**config.mk**
```make
export PLATFORM = sky130hd
export DESIGN_NAME = regfile_sb_flat
export DESIGN_NICKNAME = d
export VERILOG_FILES = /design/src/rtl/regfile_sb_if.sv /design/src/rtl/regfile_sb.sv /design/src/flat_wrapper.sv
export SDC_FILE = /design/constraint.sdc
export NUM_CORES = 2
export LEC_CHECK = 0
export CORE_MARGIN = 5
export CORE_UTILIZATION = 50
export DETAILED_ROUTE_END_ITERATION = 10
export GPL_TIMING_DRIVEN = 0
export PLACE_DENSITY_LB_ADDON = 0.08
export SLEW_MARGIN = 20
export SYNTH_ARGS = -nofsm -noshare
export SYNTH_HDL_FRONTEND = slang
export SYNTH_SLANG_ARGS = --single-unit
```
**constraint.sdc**
```tcl
create_clock -name clk -period 51.5 [get_ports clk]
set_input_delay 10.3 -clock clk [delete_from_list [all_inputs] [get_ports clk]]
set_output_delay 10.3 -clock clk [all_outputs]
set_load 0.01 [all_outputs]
```
**src/rtl/regfile_sb_if.sv**
```systemverilog
// rtl/regfile_sb_if.sv - read/writeback/issue bus of the scoreboarded register file
// master = decode/writeback side, slave = regfile_sb.
interface regfile_sb_if #(
  parameter int XLEN  = 32,
  parameter int NREGS = 32,
  parameter int NRD   = 2,
  parameter int AW    = $clog2(NREGS)
);
  logic [NRD*AW-1:0]   rd_addr;
  logic [NRD*XLEN-1:0] rd_data;
  logic [NRD-1:0]      rd_busy;
  logic                wr_en;
  logic [AW-1:0]       wr_addr;
  logic [XLEN-1:0]     wr_data;
  logic                iss_en;
  logic [AW-1:0]       iss_addr;
  logic                flush;
  logic [AW:0]         busy_cnt;

  modport master (
    output rd_addr, wr_en, wr_addr, wr_data, iss_en, iss_addr, flush,
    input  rd_data, rd_busy, busy_cnt
  );

  modport slave (
    input  rd_addr, wr_en, wr_addr, wr_data, iss_en, iss_addr, flush,
    output rd_data, rd_busy, busy_cnt
  );
endinterface

```
**src/rtl/regfile_sb.sv**
```systemverilog
// rtl/regfile_sb.sv - parametrised register file with pending-write scoreboard
// Optional write-through forwarding on read ports: define REGFILE_BYPASS_EN.
module regfile_sb #(
  parameter int XLEN  = 32,
  parameter int NREGS = 32,
  parameter int AW    = $clog2(NREGS),
  parameter int NRD   = 2
) (
  input logic         clk,
  input logic         rst,
  regfile_sb_if.slave bus
);

  logic [XLEN-1:0]  regs [NREGS];
  logic [NREGS-1:0] busy;
  logic [NREGS-1:0] busy_next;
  logic [AW:0]      busy_pop;
  logic [AW:0]      busy_cnt_q;

  always_ff @(posedge clk or posedge rst) begin
    if (rst) begin
      for (int i = 0; i < NREGS; i++) regs[i] <= '0;
    end else if (bus.wr_en && bus.wr_addr != '0) begin
      regs[bus.wr_addr] <= bus.wr_data;
    end
  end

  // Issue is applied after writeback so a newer producer keeps the register pending.
  always_comb begin
    busy_next = busy;
    if (bus.flush) begin
      busy_next = '0;
    end else begin
      if (bus.wr_en)  busy_next[bus.wr_addr]  = 1'b0;
      if (bus.iss_en) busy_next[bus.iss_addr] = 1'b1;
    end
    busy_next[0] = 1'b0;
  end

  always_comb begin
    busy_pop = '0;
    for (int i = 0; i < NREGS; i++) busy_pop = busy_pop + {{AW{1'b0}}, busy[i]};
  end

  always_ff @(posedge clk or posedge rst) begin
    if (rst) begin
      busy       <= '0;
      busy_cnt_q <= '0;
    end else begin
      busy       <= busy_next;
      busy_cnt_q <= busy_pop;
    end
  end

  assign bus.busy_cnt = busy_cnt_q;

  for (genvar k = 0; k < NRD; k++) begin : g_rd
    logic [AW-1:0] addr;
    assign addr = bus.rd_addr[k*AW +: AW];
`ifdef REGFILE_BYPASS_EN
    logic fwd;
    assign fwd = !rst && bus.wr_en && bus.wr_addr != '0 && addr == bus.wr_addr;
    assign bus.rd_data[k*XLEN +: XLEN] = fwd ? bus.wr_data : regs[addr];
    assign bus.rd_busy[k] = fwd ? (bus.iss_en && bus.iss_addr == bus.wr_addr) : busy[addr];
`else
    assign bus.rd_data[k*XLEN +: XLEN] = regs[addr];
    assign bus.rd_busy[k] = busy[addr];
`endif
  end

endmodule

```
**src/flat_wrapper.sv**
```systemverilog
// flat-port wrapper written by rule: the top's interface ports become plain ports
module regfile_sb_flat 
#(
  parameter int XLEN  = 32,
  parameter int NREGS = 32,
  parameter int AW    = $clog2(NREGS),
  parameter int NRD   = 2
)
  (clk, rst, bus_rd_addr, bus_wr_en, bus_wr_addr, bus_wr_data, bus_iss_en, bus_iss_addr, bus_flush, bus_rd_data, bus_rd_busy, bus_busy_cnt);
  regfile_sb_if #(.XLEN(XLEN), .NREGS(NREGS), .NRD(NRD), .AW(AW)) bus_i ();
  input logic clk;
  input logic rst;
  input wire logic [$bits(bus_i.rd_addr)-1:0] bus_rd_addr;
  input wire logic [$bits(bus_i.wr_en)-1:0] bus_wr_en;
  input wire logic [$bits(bus_i.wr_addr)-1:0] bus_wr_addr;
  input wire logic [$bits(bus_i.wr_data)-1:0] bus_wr_data;
  input wire logic [$bits(bus_i.iss_en)-1:0] bus_iss_en;
  input wire logic [$bits(bus_i.iss_addr)-1:0] bus_iss_addr;
  input wire logic [$bits(bus_i.flush)-1:0] bus_flush;
  output wire logic [$bits(bus_i.rd_data)-1:0] bus_rd_data;
  output wire logic [$bits(bus_i.rd_busy)-1:0] bus_rd_busy;
  output wire logic [$bits(bus_i.busy_cnt)-1:0] bus_busy_cnt;
  assign bus_i.rd_addr = bus_rd_addr;
  assign bus_i.wr_en = bus_wr_en;
  assign bus_i.wr_addr = bus_wr_addr;
  assign bus_i.wr_data = bus_wr_data;
  assign bus_i.iss_en = bus_iss_en;
  assign bus_i.iss_addr = bus_iss_addr;
  assign bus_i.flush = bus_flush;
  assign bus_rd_data = bus_i.rd_data;
  assign bus_rd_busy = bus_i.rd_busy;
  assign bus_busy_cnt = bus_i.busy_cnt;
  regfile_sb #(.XLEN(XLEN), .NREGS(NREGS), .AW(AW), .NRD(NRD)) u_core (.clk(clk), .rst(rst), .bus(bus_i));
endmodule
```
==> flow_metrics.py <==
metrics = {
    "place": {
        "place_ws_ns": 26.67,
        "gp_congestion": 0.8915,
        "portBuffers": 119,
        "place.detailed.hpwl_mm": 131.8,
        "dp_cells": 5212,
    },
    "timing": {
        "slew_headroom_pct": 8.068,
        "setup_slack_ns": 26.34,
        "fmax_mhz": 39.74,
        "tns_ns": 0,
        "fin_worst_skew_ns": 0.007964,
        "tightest_slew_ns": 1.366,
        "rsz0062_at_grt": "no",
        "slew_viol_final": 0,
        "finalSetupViolCount": 0,
        "hold_violations": 0,
        "post-route-period-util_pct": 48.86,
        "hold_ws_ns": 0.4756,
        "fin_crit_ns": 25.16,
    },
    "floorplan": {
        "initial_core_util_pct": 50.29,
        "chipWidth_um": 343.4,
        "ios": 129,
        "core_area_um2": 110500,
        "die-area_um2": 117900,
        "die_h_um": 343.4,
        "rows": 122,
    },
    "synth": {
        "synth_warnings": 0,
        "netlist_instances": 3593,
        "syn_area_per_cell_um2": 15.47,
        "synthSimpleGateAreaFrac_pct": 2.031,
        "ys_seq_area_share_pct": 47.77,
        "ys.flop_type": "dfrtp_1",
        "synth_edf_count": 0,
        "synth_top_family_by_area": "multiplexers",
        "synth.net_count": 3682,
        "synth_xor_xnor_area_share_pct": 0.04728,
        "synthArstFlopShare_pct": 100.0,
        "yosys-mux-area-fraction_pct": 41.31,
        "synthAdderAreaFrac_pct": 1.031,
        "ys_ff_latch": 1061,
        "synth_compound_area_share_pct": 3.661,
        "syn_area_um2": 55580,
        "synth_cell_types": 43,
    },
    "power": {
        "seq_power_share_pct": 44.2,
        "pwr-share-clk_pct": 36.5,
        "power-per-cell-area_nw_per_um2": 39.26,
        "switching_share_pct": 26.54,
        "p_int_mw": 1.822,
        "p_leak_nw": 27.04,
        "power.share.combinational_pct": 19.3,
        "netSwitchingPower_mw": 0.6583,
        "irDropWorstVdd_uv": 29.46,
        "power.total_mw": 2.480,
    },
    "critical_path": {
        "cp.arrival_ns": 14.86,
        "slowest_stage": "nor4_1",
        "r2r_slack_ns": 46.52,
        "r2r-end": "u_core.bus.busy_cnt[4]",
        "crit_chain": "clkdlybuf4s50_1 > nor2b_1 > nand2_1 > clkbuf_1 > o22ai_1 > nor4_1 > clkdlybuf4s50_1",
        "critPathBufInv": 3,
        "critPathTopFamily": "buffers and inverters",
        "endpoint_kind": "output port",
        "timing.critical_path.mode_cell": "clkdlybuf4s50_1",
        "cp-start-kind": "input port",
        "crit_type": "in -> out",
        "ff2ff_path_depth": 14,
        "r2r-start": "u_core.busy[1]",
        "slowest_delay_ns": 1.20,
        "required_ns": 41.20,
        "worstPathMaxFanout": 10,
    },
    "hold_path": {
        "min_to": "u_core.regs[1001]",
        "hold_class": "reg -> reg",
        "hold_start": "u_core.regs[1001]",
        "whs_path_depth": 1,
    },
    "final_layout": {
        "fin_nets": 3935,
        "drive_gt1_share_pct": 49.39,
        "num-fill-cells": 8972,
        "instances_no_fill": 5439,
        "area_growth_pct": 13.67,
    },
    "global_routing": {
        "grt_max_degree": 102,
        "grt_pass1_vias": 37360,
        "grt_overflow": 0,
        "grt_pass1_wl_mm": 273.3,
        "gr-usage-all-layers_pct": 32.52,
        "antenna_found_initial": 4,
    },
    "clock_network": {
        "ctsResizeCount": 0,
        "clockBufferDepth": 3,
        "insertion_delay_ns": 0.72,
        "htree_levels": 3,
        "post_cts_buffers": 0,
        "cts_hold_buf": 0,
        "cts_made_buffers": 120,
        "clk_pin_slew_worst_paths_ns": 0.06,
        "cts.sinks": 1061,
        "ctsRootBufferMaster": "clkbuf_16",
        "cts_tree": "done",
    },
    "drt": {
        "wl_per_cell_um": 35.02,
        "wl_met3_mm": 16.11,
        "met2WireLength_mm": 87.23,
        "vias_per_cell": 6.736,
        "first_pass_iters": 5,
        "highest_layer": "met5",
        "ant_nets": 0,
        "vias": 36640,
        "drt_iter0_markers": 3860,
        "drc_errors": 0,
        "wirelength_mm": 190.5,
        "wl_met1_mm": 77.71,
    },
    "status": {
        "run_status": "completed",
    },
    "run": {
        "cap_violations": 0,
    },
}
[power groups by stage]
| stage | Combinational [mW] | Sequential, mW | Clock, mW |
|---|---|---|---|
| finish | 0.478 | 1.10 | 0.906 |
| detailed placement | 0.477 | 1.10 | 0 |
| floorplan | 0.363 | 1.07 | 0 |
| global route | 0.510 | 1.11 | 0.950 |
| global placement | 0.465 | 1.10 | 0 |
| CTS | 0.478 | 1.09 | 0.916 |
[layer usage]
metal	vias up	track usage, %
li1	14530	-
met1	19970	45.12
met2	1680	49.82
met3	455	7.715
met4	4	13.53
met5	-	0.9804
[worst register-to-register path, cell delays in order, from the launching register on]
cell,delay (ns)
dfrtp_1,0.42
ha_1,0.31
inv_1,0.07
fa_1,0.43
fa_1,0.52
fa_1,0.44
fa_1,0.52
fa_1,0.46
fa_1,0.50
inv_1,0.04
ha_1,0.23
fa_1,0.46
a21o_1,0.19
a21oi_1,0.16
xnor2_1,0.13
[layout by cell type (no fill, tap or decap), types with 4 or more instances in the layout]
master and n:
mux2i_1 10, inv_1 50, nor4_1 63, mux4_2 518
fa_1 23, o2111ai_1 6, bufinv_16 14, o211ai_1 4
buf_2 119, inv_6 4, ha_1 9, o21ai_0 10
a22oi_1 15, dfrtp_1 1061, clkbuf_1 207, nor2_2 5
clkbuf_2 7, and3b_1 5, nor2b_1 7, a2bb2oi_1 6
clkbuf_16 121, clkbuf_8 32, nor3b_1 5, nor2_4 4
nand3_1 10, mux2_2 983, clkinv_2 29, nand2_1 42
o22ai_1 256, clkinvlp_4 4, buf_16 12, mux2_1 11
nor2_1 32, clkdlybuf4s50_1 119, buf_6 30, nand4_1 6
nand3b_1 9, buf_4 58, a21oi_1 12
[worst max path at each step]
stage / depth (start not counted) / startpoint / to
after floorplan: 1 / rst / u_core.bus.busy_cnt[0]
after CTS: 7 / bus_rd_addr[8] / bus_rd_data[50]
after global routing: 7 / bus_rd_addr[8] / bus_rd_data[50]
after detailed placement: 7 / bus_rd_addr[8] / bus_rd_data[50]
after global placement: 2 / rst / u_core.regs[652]
final: 7 / bus_rd_addr[8] / bus_rd_data[50]
[cells by family (layout without fill, tap and decap cells)]
| logic type | count (synthesis) | count (layout) |
|---|---|---|
| and+or+nand+nor | 201 | 201 |
| adders and majority gates | 32 | 32 |
| DFF | 1061 | 1061 |
| xor gates and xnor gates | 3 | 3 |
| AOI/OAI and AO/OA | 318 | 318 |
| muxes | 1522 | 1522 |
| other | 0 | 3 |
| buffers and inverters | 456 | 811 |
[layout make-up]
class	instances	area [um2]	area share [%]
diodes	3	7.507	0.01188
plain buffers	405	2121	3.357
clock buffers	171	3536	5.597
clock inverters	53	648.1	1.026
inverters	51	198.9	0.3149
multi-input cells	2076	26730	42.31
flip-flops and latches	1061	26550	42.03
well taps	1488	1862	2.947
repair buffers	131	1521	2.408
[registers in the layout, summed over array words and instances, names as in the netlist]
name	cells
u_core.regs	1024
u_core.bus.busy_cnt	6
u_core.busy	31
[cells in the mapped netlist, types with 3 or more instances]
cell type  count  share of area (%)
mux4_2       518                 21
nor2b_1        7              0.079
dfrtp_1     1061                 48
nand3b_1       9               0.12
o2111ai_1      6              0.095
nor3b_1        5              0.068
nor2_2         5              0.056
o21ai_0       10              0.090
nor4_1        64               0.72
nor3b_2        3              0.068
nand3_1       10              0.090
buf_4         58               0.78
nand2_1       42               0.28
buf_2        119                1.1
o22ai_1      256                2.9
a21oi_1       12               0.11
buf_6         30               0.61
nor2_1        32               0.22
a22oi_1       15               0.20
inv_1         51               0.34
nand4_1        6              0.068
o211ai_1       4              0.054
clkbuf_1     196                1.3
nand2_2        3              0.034
nor2_4         4              0.081
and3_1         3              0.034
mux2_2       983                 20
fa_1          23               0.83
mux2_1        11               0.22
ha_1           9               0.20
mux2i_1       10               0.18
and3b_1        5              0.079
a2bb2oi_1      6              0.095
[through the flow]
step / area (um2) / util, %
global placement: 58630 / 53.05
CTS: 63160 / 57.15
floorplan: 55580 / -
finish: 63170 / 57.16
detailed placement: 58970 / 53.36
global route: 63170 / 57.16
(Power assumes the default switching activity.)
